<file path="src/rtl/io_cond_pkg.sv">
// Shared constants and state encoding for the board I/O conditioning blocks.
package io_cond_pkg;

  localparam int unsigned DEBOUNCE_CYCLES_DEFAULT = 50000;
  localparam int unsigned CNT_W_DEFAULT           = 16;

  typedef enum logic [1:0] {
    S_LOW       = 2'd0,
    S_RISE_WAIT = 2'd1,
    S_HIGH      = 2'd2,
    S_FALL_WAIT = 2'd3
  } state_e;

endpackage

</file>
<file path="src/rtl/sync_2ff.sv">
// Two-flop synchroniser for asynchronous inputs, synchronous active-high reset to 0.
module sync_2ff #(
  parameter int unsigned WIDTH = 1
) (
  input  logic             clk,
  input  logic             reset,
  input  logic [WIDTH-1:0] d_i,
  output logic [WIDTH-1:0] q_o
);

  logic [WIDTH-1:0] s1_q;
  logic [WIDTH-1:0] s2_q;

  always_ff @(posedge clk) begin
    if (reset) begin
      s1_q <= '0;
      s2_q <= '0;
    end else begin
      s1_q <= d_i;
      s2_q <= s1_q;
    end
  end

  assign q_o = s2_q;

endmodule

</file>
<file path="src/rtl/button_debouncer.sv">
// Push-button conditioner: synchronise, debounce by stable-time count, emit level,
// edge pulses, a direction bit and a wrapping press counter.
module button_debouncer
  import io_cond_pkg::*;
#(
  parameter int unsigned DEBOUNCE_CYCLES = DEBOUNCE_CYCLES_DEFAULT,
  parameter int unsigned CNT_W           = CNT_W_DEFAULT,
  parameter int unsigned TOGGLE_MODE     = 1
) (
  input  logic       clk,
  input  logic       reset,
  input  logic       btn_in,
  output logic       btn_level,
  output logic       btn_rise,
  output logic       btn_fall,
  output logic       direction_out,
  output logic [7:0] press_count,
  output logic       busy
);

  localparam logic [CNT_W-1:0] CNT_LAST = CNT_W'(DEBOUNCE_CYCLES - 1);

  logic             btn_sync;
  state_e           state_q;
  logic [CNT_W-1:0] cnt_q;
  logic [CNT_W-1:0] cnt_d;
  logic             level_q;
  logic             rise_q;
  logic             fall_q;
  logic             dir_q;
  logic [7:0]       press_q;
  logic [7:0]       press_d;
  logic             busy_q;

  sync_2ff #(.WIDTH(1)) u_sync (
    .clk   (clk),
    .reset (reset),
    .d_i   (btn_in),
    .q_o   (btn_sync)
  );

  assign cnt_d   = cnt_q + CNT_W'(1);
  assign press_d = press_q + 8'd1;

  // Debounce FSM; the counter only runs inside a WAIT state and stops at CNT_LAST.
  always_ff @(posedge clk) begin
    if (reset) begin
      state_q <= S_LOW;
      cnt_q   <= '0;
      level_q <= 1'b0;
      rise_q  <= 1'b0;
      fall_q  <= 1'b0;
      dir_q   <= 1'b0;
      press_q <= 8'd0;
      busy_q  <= 1'b0;
    end else begin
      rise_q <= 1'b0;
      fall_q <= 1'b0;
      if (TOGGLE_MODE == 0) begin
        dir_q <= level_q;
      end
      case (state_q)
        S_LOW: begin
          if (btn_sync) begin
            state_q <= S_RISE_WAIT;
            cnt_q   <= '0;
            busy_q  <= 1'b1;
          end
        end
        S_RISE_WAIT: begin
          if (!btn_sync) begin
            state_q <= S_LOW;
            busy_q  <= 1'b0;
          end else if (cnt_q == CNT_LAST) begin
            state_q <= S_HIGH;
            level_q <= 1'b1;
            rise_q  <= 1'b1;
            press_q <= press_d;
            busy_q  <= 1'b0;
            if (TOGGLE_MODE != 0) begin
              dir_q <= ~dir_q;
            end
          end else begin
            cnt_q <= cnt_d;
          end
        end
        S_HIGH: begin
          if (!btn_sync) begin
            state_q <= S_FALL_WAIT;
            cnt_q   <= '0;
            busy_q  <= 1'b1;
          end
        end
        S_FALL_WAIT: begin
          if (btn_sync) begin
            state_q <= S_HIGH;
            busy_q  <= 1'b0;
          end else if (cnt_q == CNT_LAST) begin
            state_q <= S_LOW;
            level_q <= 1'b0;
            fall_q  <= 1'b1;
            busy_q  <= 1'b0;
          end else begin
            cnt_q <= cnt_d;
          end
        end
        default: begin
          state_q <= S_LOW;
          busy_q  <= 1'b0;
        end
      endcase
    end
  end

  assign btn_level     = level_q;
  assign btn_rise      = rise_q;
  assign btn_fall      = fall_q;
  assign direction_out = dir_q;
  assign press_count   = press_q;
  assign busy          = busy_q;

endmodule

</file>
<file path="config.mk">
export PLATFORM = sky130hd
export DESIGN_NAME = button_debouncer
export DESIGN_NICKNAME = d
export VERILOG_FILES = /design/src/rtl/io_cond_pkg.sv /design/src/rtl/sync_2ff.sv /design/src/rtl/button_debouncer.sv
export SDC_FILE = /design/constraint.sdc
export NUM_CORES = 1
export LEC_CHECK = 0
export ABC_AREA = 1
export BUFFER_PORTS_ARGS = -buffer_cell sky130_fd_sc_hd__buf_2
export CORE_MARGIN = 8
export CORE_UTILIZATION = 53
export CTS_CLUSTER_DIAMETER = 40
export DETAILED_ROUTE_END_ITERATION = 7
export PLACE_DENSITY = 0.73
export SYNTH_ARGS = -nofsm -noshare
export SYNTH_HDL_FRONTEND = slang
export SYNTH_SLANG_ARGS = --single-unit
</file>
<file path="constraint.sdc">
create_clock -name clk -period 1.4 [get_ports clk]
set_input_delay 0.07 -clock clk [delete_from_list [all_inputs] [get_ports clk]]
set_output_delay 0.07 -clock clk [all_outputs]
set_load 0.02 [all_outputs]
</file>
**Word-level counts from Yosys, hierarchy flattened**

Cells that the tools add are included.

- Output and inout port bits: 13
- Bits of input ports: 3
- Logic and storage cells: 62
- Flip-flop bits (word level): 33

- Muxes and demuxes: 25
- Bitwise gates (word level): 4
- Eq/ne operators: 12
- Add/subtract/negate cells: 2
- Reduce and logical (&&, ||, !) cells: 9

Operator list:

| operator | count |
|---|---|
| $mux 16 | 5 |
| $pmux 16 s4 | 1 |
| $add 16x1->16 const B | 1 |
| $eq 16x16->1 const B | 1 |
| $mux 2 | 6 |
| $mux 1 | 10 |
| $add 8x1->8 const B | 1 |
| $ne 2x2->1 const B | 4 |
| $pmux 2 s4 | 1 |
| $reduce_and 4->1 | 2 |
| $reduce_or 3->1 | 2 |
| $reduce_and 5->1 | 1 |
| $eq 2x2->1 const B | 2 |
| $ne 2x1->1 const B | 2 |
| $not 1->1 | 4 |
| $pmux 1 s4 | 1 |
| $ne 3x2->1 const B | 1 |
| $ne 3x3->1 const B | 1 |
| $reduce_and 3->1 | 1 |
| $eq 2x1->1 const B | 1 |
| $logic_not 2->1 | 1 |
| $pmux 1 s2 | 1 |
| $reduce_and 2->1 | 1 |
| $reduce_bool 2->1 | 1 |

**Longest topological paths before layout**

Gate-level depths: netlist (run 1).

- Depth in word-level cells: 4
- Depth in mapped cells: 10
- Gate-level depth less buffers: 9

**Hierarchy**

From an unflattened synthesis (run 1), not the netlist that was laid out.

- Cells, all modules: 303
- Area total of the unflattened synthesis: 1925.6 µm²

By module, submodules not included:

| module | instances | area an instance (µm²) | seq. area each (µm²) | cells an instance |
|---|---|---|---|---|
| button_debouncer | 1 | 1870.5 | 620.6 | 297 |
| sync_2ff | 1 | 55.1 | 40.0 | 6 |

**Least setup slack after synthesis (run 1)**

OpenSTA, ideal clock, no wires.

- Kind: register to register
- From: register cnt_q[0]
- To: register cnt_q[12]
- Path buffers: 1
- Stages on the path, launching flop included: 10
- Library setup time: 134 ps
- Clock period less this slack: 1410 ps
- Path slack: -10 ps
- Data required time: 1266 ps
- Arrival time: 1277 ps
- Cell sequence: dfxtp_1 > ha_1 > nand3_4 > nor2_4 > nand3_4 > nand2_4 > buf_12 > nor2_1 > nor2_1 > nor2_1

- Cells in the longest elaborated chain, start to end: 4
- Elaborated cells between the ends (all ways): 6
- Classes of those cells: add/sub: 1; eq/ne: 1; mux: 4

Ends and longest elaborated chain:

| what | line | text |
|---|---|---|
| start: declaration | button_debouncer.sv:25 | `logic [CNT_W-1:0] cnt_q;` |
| start signal: assignment | button_debouncer.sv:84 | `cnt_q <= cnt_d;` |
| start signal: assignment | button_debouncer.sv:104 | `cnt_q <= cnt_d;` |
| $add 16x1->16 / $eq 16x16->1 (equally long branches) | button_debouncer.sv:42, button_debouncer.sv:74, button_debouncer.sv:98 |  |
| $mux 16 (*) | button_debouncer.sv:74, button_debouncer.sv:98 |  |
| $mux 16, on equally long branches | button_debouncer.sv:95, button_debouncer.sv:71 |  |
| $pmux 16 s4 (*) | button_debouncer.sv:62 | `case (state_q)` |

Every way passes the cells marked *; elsewhere a longest branch is shown, timed or not. The select of a mux whose other input is x is not followed.
A chain may end at the register's enable or synchronous reset.

**Worst setup path after layout (run 1)**

- From: register cnt_q[1]
- To: register cnt_q[8]

The elaborated chain is that of the path after synthesis.

==> flow_metrics.py, run 1 <==
metrics = {
    "run_status": {
        "status": "finished, violations left",
        "violations": "negative setup slack",
    },
    "placement": {
        "place.gp.congestion": 0.871,
        "hpwl_um": 3100,
        "placed_area_um2": 2110,
        "post-place-ws_ns": -0.0887,
        "portBuffers": 15,
        "dpl.cell_count": 352,
    },
    "die": {
        "die_area_um2": 5580,
        "core_um2": 3340,
        "ios": 16,
        "chipWidth_um": 74.7,
        "die_height_um": 74.7,
        "rows": 21,
        "start_util": 0.547,
    },
    "critical_path": {
        "crit_path_frequent_cell": "nand3_4",
        "rr_worst_depth": 8,
        "cp_max_fo": 7,
        "critical-path-top-delay-family": "simple AND/OR/NAND/NOR gates",
        "slowest_delay_ns": 0.38,
        "crit_chain": "ha_4, nand3_4, nor2_4, nand3_4, nand2_8, clkinvlp_4, nand2_1, a21oi_2",
        "crit_path_end_kind": "flip-flop",
        "critical_path.reg2reg.endpoint": "cnt_q[8]",
        "worst-setup-path-type": "reg -> reg",
        "reg2reg_slack_ns": -0.05,
        "cp.arrival_ns": 1.68,
        "required_ns": 1.63,
        "crit_buf_inv": 1,
        "crit_slowest_cell": "dfxtp_2",
        "crit_start": "cnt_q[1]",
        "cp-start-kind": "flip-flop",
        "regToRegStartpoint": "cnt_q[1]",
    },
    "timing": {
        "setup-violations-final": 13,
        "fin_setup_tns_ns": -0.360,
        "drv_slew": 0,
        "period_share": 1.04,
        "finClkSkew_ns": 0.0130,
        "fin_crit_ns": 1.45,
        "worst_slack_ns": -0.0492,
        "rsz0062_at_grt": "true",
        "fmax_ghz": 0.690,
        "worst_pin_slew_ns": 0.248,
        "timing.slew.headroom": 0.834,
        "hold_viol": 0,
    },
    "finish": {
        "num-nets-final": 326,
        "stdcell_count": 368,
        "final_area_um2": 2330,
        "antennaDiodeCount": 0,
        "nFillCells": 295,
        "drive_above_1_share": 0.329,
        "syn_to_final_growth_pct": 27.4,
    },
    "logic_synthesis": {
        "async_flop_share": 0,
        "synth-edff-count": 0,
        "ys_seq_elements": 33,
        "yosys_warnings": 0,
        "synth_nets": 279,
        "yosysSeqAreaShare": 0.362,
        "synth_commonest_cells": "nor2_1 (70), nand2_1 (60), dfxtp_1 (33), inv_1 (26), nand3_1 (20)",
        "synth_most_common_cell": "nor2_1",
        "synthTopCellsByArea": "dfxtp_1 (36%), nor2_1 (14%), nand2_1 (12%)",
        "yosys.area.top_type": "dfxtp_1",
        "synth_flop_cell": "dfxtp_1",
        "synthCells": 274,
        "syn_avg_cell_area_um2": 6.67,
        "ys_types": 29,
        "yosysTopAreaCellShare": 0.362,
        "syn_area_um2": 1830,
    },
    "detailed_routing": {
        "finalWirelength_um": 4270,
        "drc": 0,
        "routedWlPerCell_um": 11.6,
        "drtIter0Drc": 127,
        "dr.pass1.iters": 4,
        "vias_per_cell": 4.85,
        "ant_nets": 0,
        "via_count": 1785,
    },
    "pwr": {
        "peakVddDrop_mv": 0.457,
        "power.leakage_nw": 0.936,
        "powerDensity_nw_per_um2": 669,
    },
    "global_routing": {
        "grt_max_degree": 15,
        "grt_pass1_wl_um": 6920,
        "globalRouteOverflowTotal": 0,
        "grt_use_total": 0.159,
        "grt_pass1_vias": 1587,
        "antenna_found_initial": 0,
    },
    "hold_path": {
        "hold_start": "reset",
        "hold_path.class": "in -> reg",
        "min_path_cells": 3,
        "hold_path_end": "cnt_q[3]",
    },
    "cts": {
        "cts_tree": "yes",
        "cts_max_level": 2,
        "cts.clk_slew.worst_paths_ns": 0.11,
        "clkSinkCount": 33,
        "clock_latency_ns": 0.34,
        "clockRootBuffer": "clkbuf_4",
        "cts_buffers": 5,
        "cts.path.max_buffers": 2,
    },
    "flow_run": {
        "maxCapViolations": 0,
    },
}
logic make-up after synthesis:
family,after synthesis,synth area share
compound gates,24,0.0808
xor+xnor,4,0.0192
fa+ha+maj,2,0.0137
buf+inv,36,0.0911
flops,33,0.362
simple gates,175,0.434
final cells by class:
class	count	area, um^2	area share
multi-input cells	205	1090	0.469
flip-flops and latches	33	674	0.290
repair buffers	46	335	0.144
inverters	30	116	0.0500
well taps	46	57.6	0.0247
clock buffers	6	41.3	0.0177
clock inverters	2	10.0	0.00430
through the flow:
step / power (mW) / hold slack [ns] / utilization
6_report: 1.56 / 0.123 / 0.697
5_1_grt: 1.62 / 0.119 / 0.697
4_1_cts: 1.57 / 0.107 / 0.672
3_5_place_dp: 1.05 / 0.279 / 0.631
3_3_place_gp: 1.05 / 0.273 / 0.631
2_1_floorplan: 1.02 / 0.132 / -
state kept, by name, indices dropped and copies added (netlist names), named ones only:
name	cells
direction_out	1
btn_rise	1
btn_level	1
u_sync.s1_q	1
u_sync.q_o	1
state_q	1
press_count	8
btn_fall	1
busy	1
cnt_q	16
worst max-delay path by stage:
stage / end / cells past startpoint
3_5_place_dp: cnt_q[6] / 8
4_1_cts: cnt_q[6] / 8
5_1_grt: cnt_q[11] / 9
3_3_place_gp: cnt_q[8] / 8
2_1_floorplan: cnt_q[12] / 9
6_report: cnt_q[8] / 8
repair_timing:
item / CTS / global route
setup buffers: 4 / 3
hold buffers: 1 / 0
resized for setup: 12 / 24
pin swaps: 3 / 7
setup endpoints to repair: 27 / 30
endpoints found under the hold margin: 1 / 0
metal layers:
layer,vias to the layer above,part of all wire,track usage
met5,-,0,0
met4,0,0.013,0.0587
met3,5,0.069,0.0453
met2,45,0.47,0.262
met1,779,0.44,0.192
li1,956,-,-
worst reg2reg max path, stage by stage, from the launching register on:
cell and delay [ns]:
dfxtp_2 0.38, ha_4 0.16, nand3_4 0.10, nor2_4 0.14, nand3_4 0.14, nand2_8 0.12, clkinvlp_4 0.16, nand2_1 0.11
a21oi_2 0.05
layout by cell type, fill, tap and decap left out, types with 2 or more instances in the layout:
master / netlist / final
inv_1: 26 / 25
inv_2: 4 / 4
a21oi_2: 7 / 8
buf_12: 1 / 2
nand3_4: 2 / 2
dfxtp_1: 33 / 24
nand2_2: 6 / 7
dfxtp_2: 0 / 8
nor2_1: 70 / 62
buf_4: 2 / 28
nand3_1: 20 / 15
xor2_1: 3 / 3
nor2_4: 3 / 5
nand4_1: 4 / 4
nand2_1: 60 / 59
clkbuf_4: 0 / 5
nand3b_1: 3 / 3
o21ai_0: 8 / 5
clkinv_2: 0 / 2
a21oi_1: 8 / 7
o21ai_1: 0 / 3
buf_2: 0 / 15
nand3_2: 0 / 5
nor2_2: 1 / 7
power breakdown:
group	switching, mW	internal [mW]	total [mW]
logic	0.0554	0.0351	0.0906
registers	0.00504	0.943	0.948
clock network	0.328	0.191	0.519
total	0.388	1.17	1.56
Power figures use the tool's default switching activity.
==> inputs of run 2 (changes only) <==
--- a/config.mk
+++ b/config.mk
@@ -11,6 +11,7 @@
 export CORE_UTILIZATION = 53
 export CTS_CLUSTER_DIAMETER = 40
 export DETAILED_ROUTE_END_ITERATION = 7
+export HOLD_SLACK_MARGIN = 0.06
 export PLACE_DENSITY = 0.73
 export SYNTH_ARGS = -nofsm -noshare
 export SYNTH_HDL_FRONTEND = slang
==> constraint.sdc (replaced) <==
create_clock -name clk -period 1.3 [get_ports clk]
set_input_delay 0.065 -clock clk [delete_from_list [all_inputs] [get_ports clk]]
set_output_delay 0.065 -clock clk [all_outputs]
set_load 0.02 [all_outputs]
==> run 2 against run 1 <==
Effect of this change: the flow still finishes with violations (negative setup slack); via count rose by 8.0%; clock power rose by 29%; largest power group unchanged; routed wire length rose by 9.4%.
==> flow_metrics.py, run 2 (synthesized netlist as in run 1, its figures left out) <==
metrics = {
    "run_status": {
        "status": "finished, violations left",
        "violations": "negative setup slack",
    },
    "timing": {
        "finClkSkew_ns": 0.00981,
        "timing.slew.headroom": 0.837,
        "period_share": 1.08,
        "fmax_ghz": 0.714,
        "hold_viol": 0,
        "fin_crit_ns": 1.40,
        "worst_pin_slew_ns": 0.245,
        "drv_slew": 0,
        "fin_setup_tns_ns": -1.28,
        "hold_slack_ns": 0.129,
        "worst_slack_ns": -0.101,
        "setup-violations-final": 23,
        "rsz0062_at_grt": "true",
    },
    "pwr": {
        "powerDensity_nw_per_um2": 716,
        "power.leakage_nw": 1.03,
        "peakVddDrop_mv": 0.574,
    },
    "finish": {
        "final_common_cell": "nor2_1",
        "drive_above_1_share": 0.393,
        "syn_to_final_growth_pct": 37.1,
        "fin_util": 0.751,
        "multiInputGateArea_um2": 1130,
        "top_register": "cnt_q",
        "seqCellArea_um2": 679,
        "largest_reg_flops": 16,
        "nFillCells": 258,
        "stdcell_count": 382,
        "final_area_um2": 2500,
        "antennaDiodeCount": 0,
        "num-nets-final": 340,
        "layout.cells.most_common_list": "nor2_1 (59), nand2_1 (57), buf_4 (38)",
    },
    "critical_path": {
        "required_ns": 1.53,
        "cp-start-kind": "flip-flop",
        "reg2reg_slack_ns": -0.10,
        "cp_max_fo": 4,
        "crit_path_end_kind": "flip-flop",
        "worst-setup-path-type": "reg -> reg",
        "regToRegStartpoint": "cnt_q[0]",
        "cp.arrival_ns": 1.63,
        "rr_worst_depth": 8,
    },
    "global_routing": {
        "grt_pass1_vias": 1819,
        "grt_use_total": 0.172,
        "grt_pass1_wl_um": 7570,
        "globalRouteOverflowTotal": 0,
        "grt_max_degree": 15,
        "antenna_found_initial": 0,
    },
    "hold_path": {
        "hold_start": "reset",
        "hold_path.class": "in -> reg",
        "min_path_cells": 3,
        "hold_path_end": "cnt_q[3]",
    },
    "placement": {
        "placed_area_um2": 2210,
        "dpl.cell_count": 366,
        "hpwl_um": 3120,
        "portBuffers": 15,
        "place.gp.congestion": 0.840,
    },
    "detailed_routing": {
        "drtIter0Drc": 71,
        "vias_per_cell": 5.05,
        "drc": 0,
        "finalWirelength_um": 4670,
        "via_count": 1928,
        "dr.pass1.iters": 4,
        "ant_nets": 0,
        "routedWlPerCell_um": 12.2,
    },
    "cts": {
        "clockRootBuffer": "clkbuf_4",
        "cts_buffers": 5,
        "clkSinkCount": 33,
        "cts.clk_slew.worst_paths_ns": 0.11,
        "cts.path.max_buffers": 2,
        "cts_max_level": 2,
        "cts_tree": "yes",
        "clock_latency_ns": 0.34,
    },
    "die": {
        "die_height_um": 74.7,
        "chipWidth_um": 74.7,
        "core_um2": 3340,
        "die_area_um2": 5580,
        "rows": 21,
        "ios": 16,
        "start_util": 0.547,
    },
    "flow_run": {
        "maxCapViolations": 0,
    },
}
run 2: layout make-up:
class,instances,share of cell area
multi-input cells,205,0.452
flip-flops and latches,33,0.271
repair buffers,60,0.180
inverters,30,0.0460
clock buffers,7,0.0260
well taps,46,0.0230
clock inverters,1,0.00200
run 2: per-stage QoR:
stage | worst slack (ns) | total power [mW]
after floorplan | -0.00883 | 1.10
after global placement | -0.0799 | 1.13
after detailed placement | -0.103 | 1.13
after CTS | -0.0771 | 1.80
after global routing | -0.194 | 1.87
final | -0.101 | 1.79
run 2: worst max-delay path by stage:
stage                         start   endpoint  slack, ns
after floorplan            cnt_q[4]  cnt_q[12]     -0.009
after global placement     cnt_q[0]   cnt_q[9]      -0.08
after detailed placement   cnt_q[0]  cnt_q[15]      -0.10
after CTS                  cnt_q[1]  cnt_q[14]      -0.08
after global routing      cnt_q[11]  cnt_q[10]      -0.19
final                      cnt_q[0]  flip-flop      -0.10
run 2: timing repair:
item                       in CTS  in global routing
setup endpoints to repair      27                 30
buffers inserted                3                  4
resized for setup              28                 26
pin swaps                      11                 15
hold buffers                    1                  0
hold endpoints to repair        1                  0
run 2: critical path, stage by stage, from the launching register on:
cell and delay, ns:
dfxtp_4 0.37, ha_4 0.15, nand3_4 0.10, nor2_4 0.13
nand3_4 0.12, buf_4 0.15, buf_6 0.12, o21ai_1 0.10
a21oi_1 0.04
run 2: report_power, final:
group          internal [mW]  switching (mW)  leakage [nW]
registers               1.01         0.00592         0.273
clock network          0.313           0.359        0.0413
logic                 0.0372          0.0642         0.718
total                   1.36           0.429          1.03
run 2: layer usage:
metal  wire (um)  vias to the layer above  share of wire  track usage
met5           0                        -              0            0
met4          89                        0          0.019       0.0565
met3         233                       12          0.050       0.0399
met2        2340                       44           0.50        0.296
met1        2000                      889           0.43        0.204
li1            -                      983              -            -
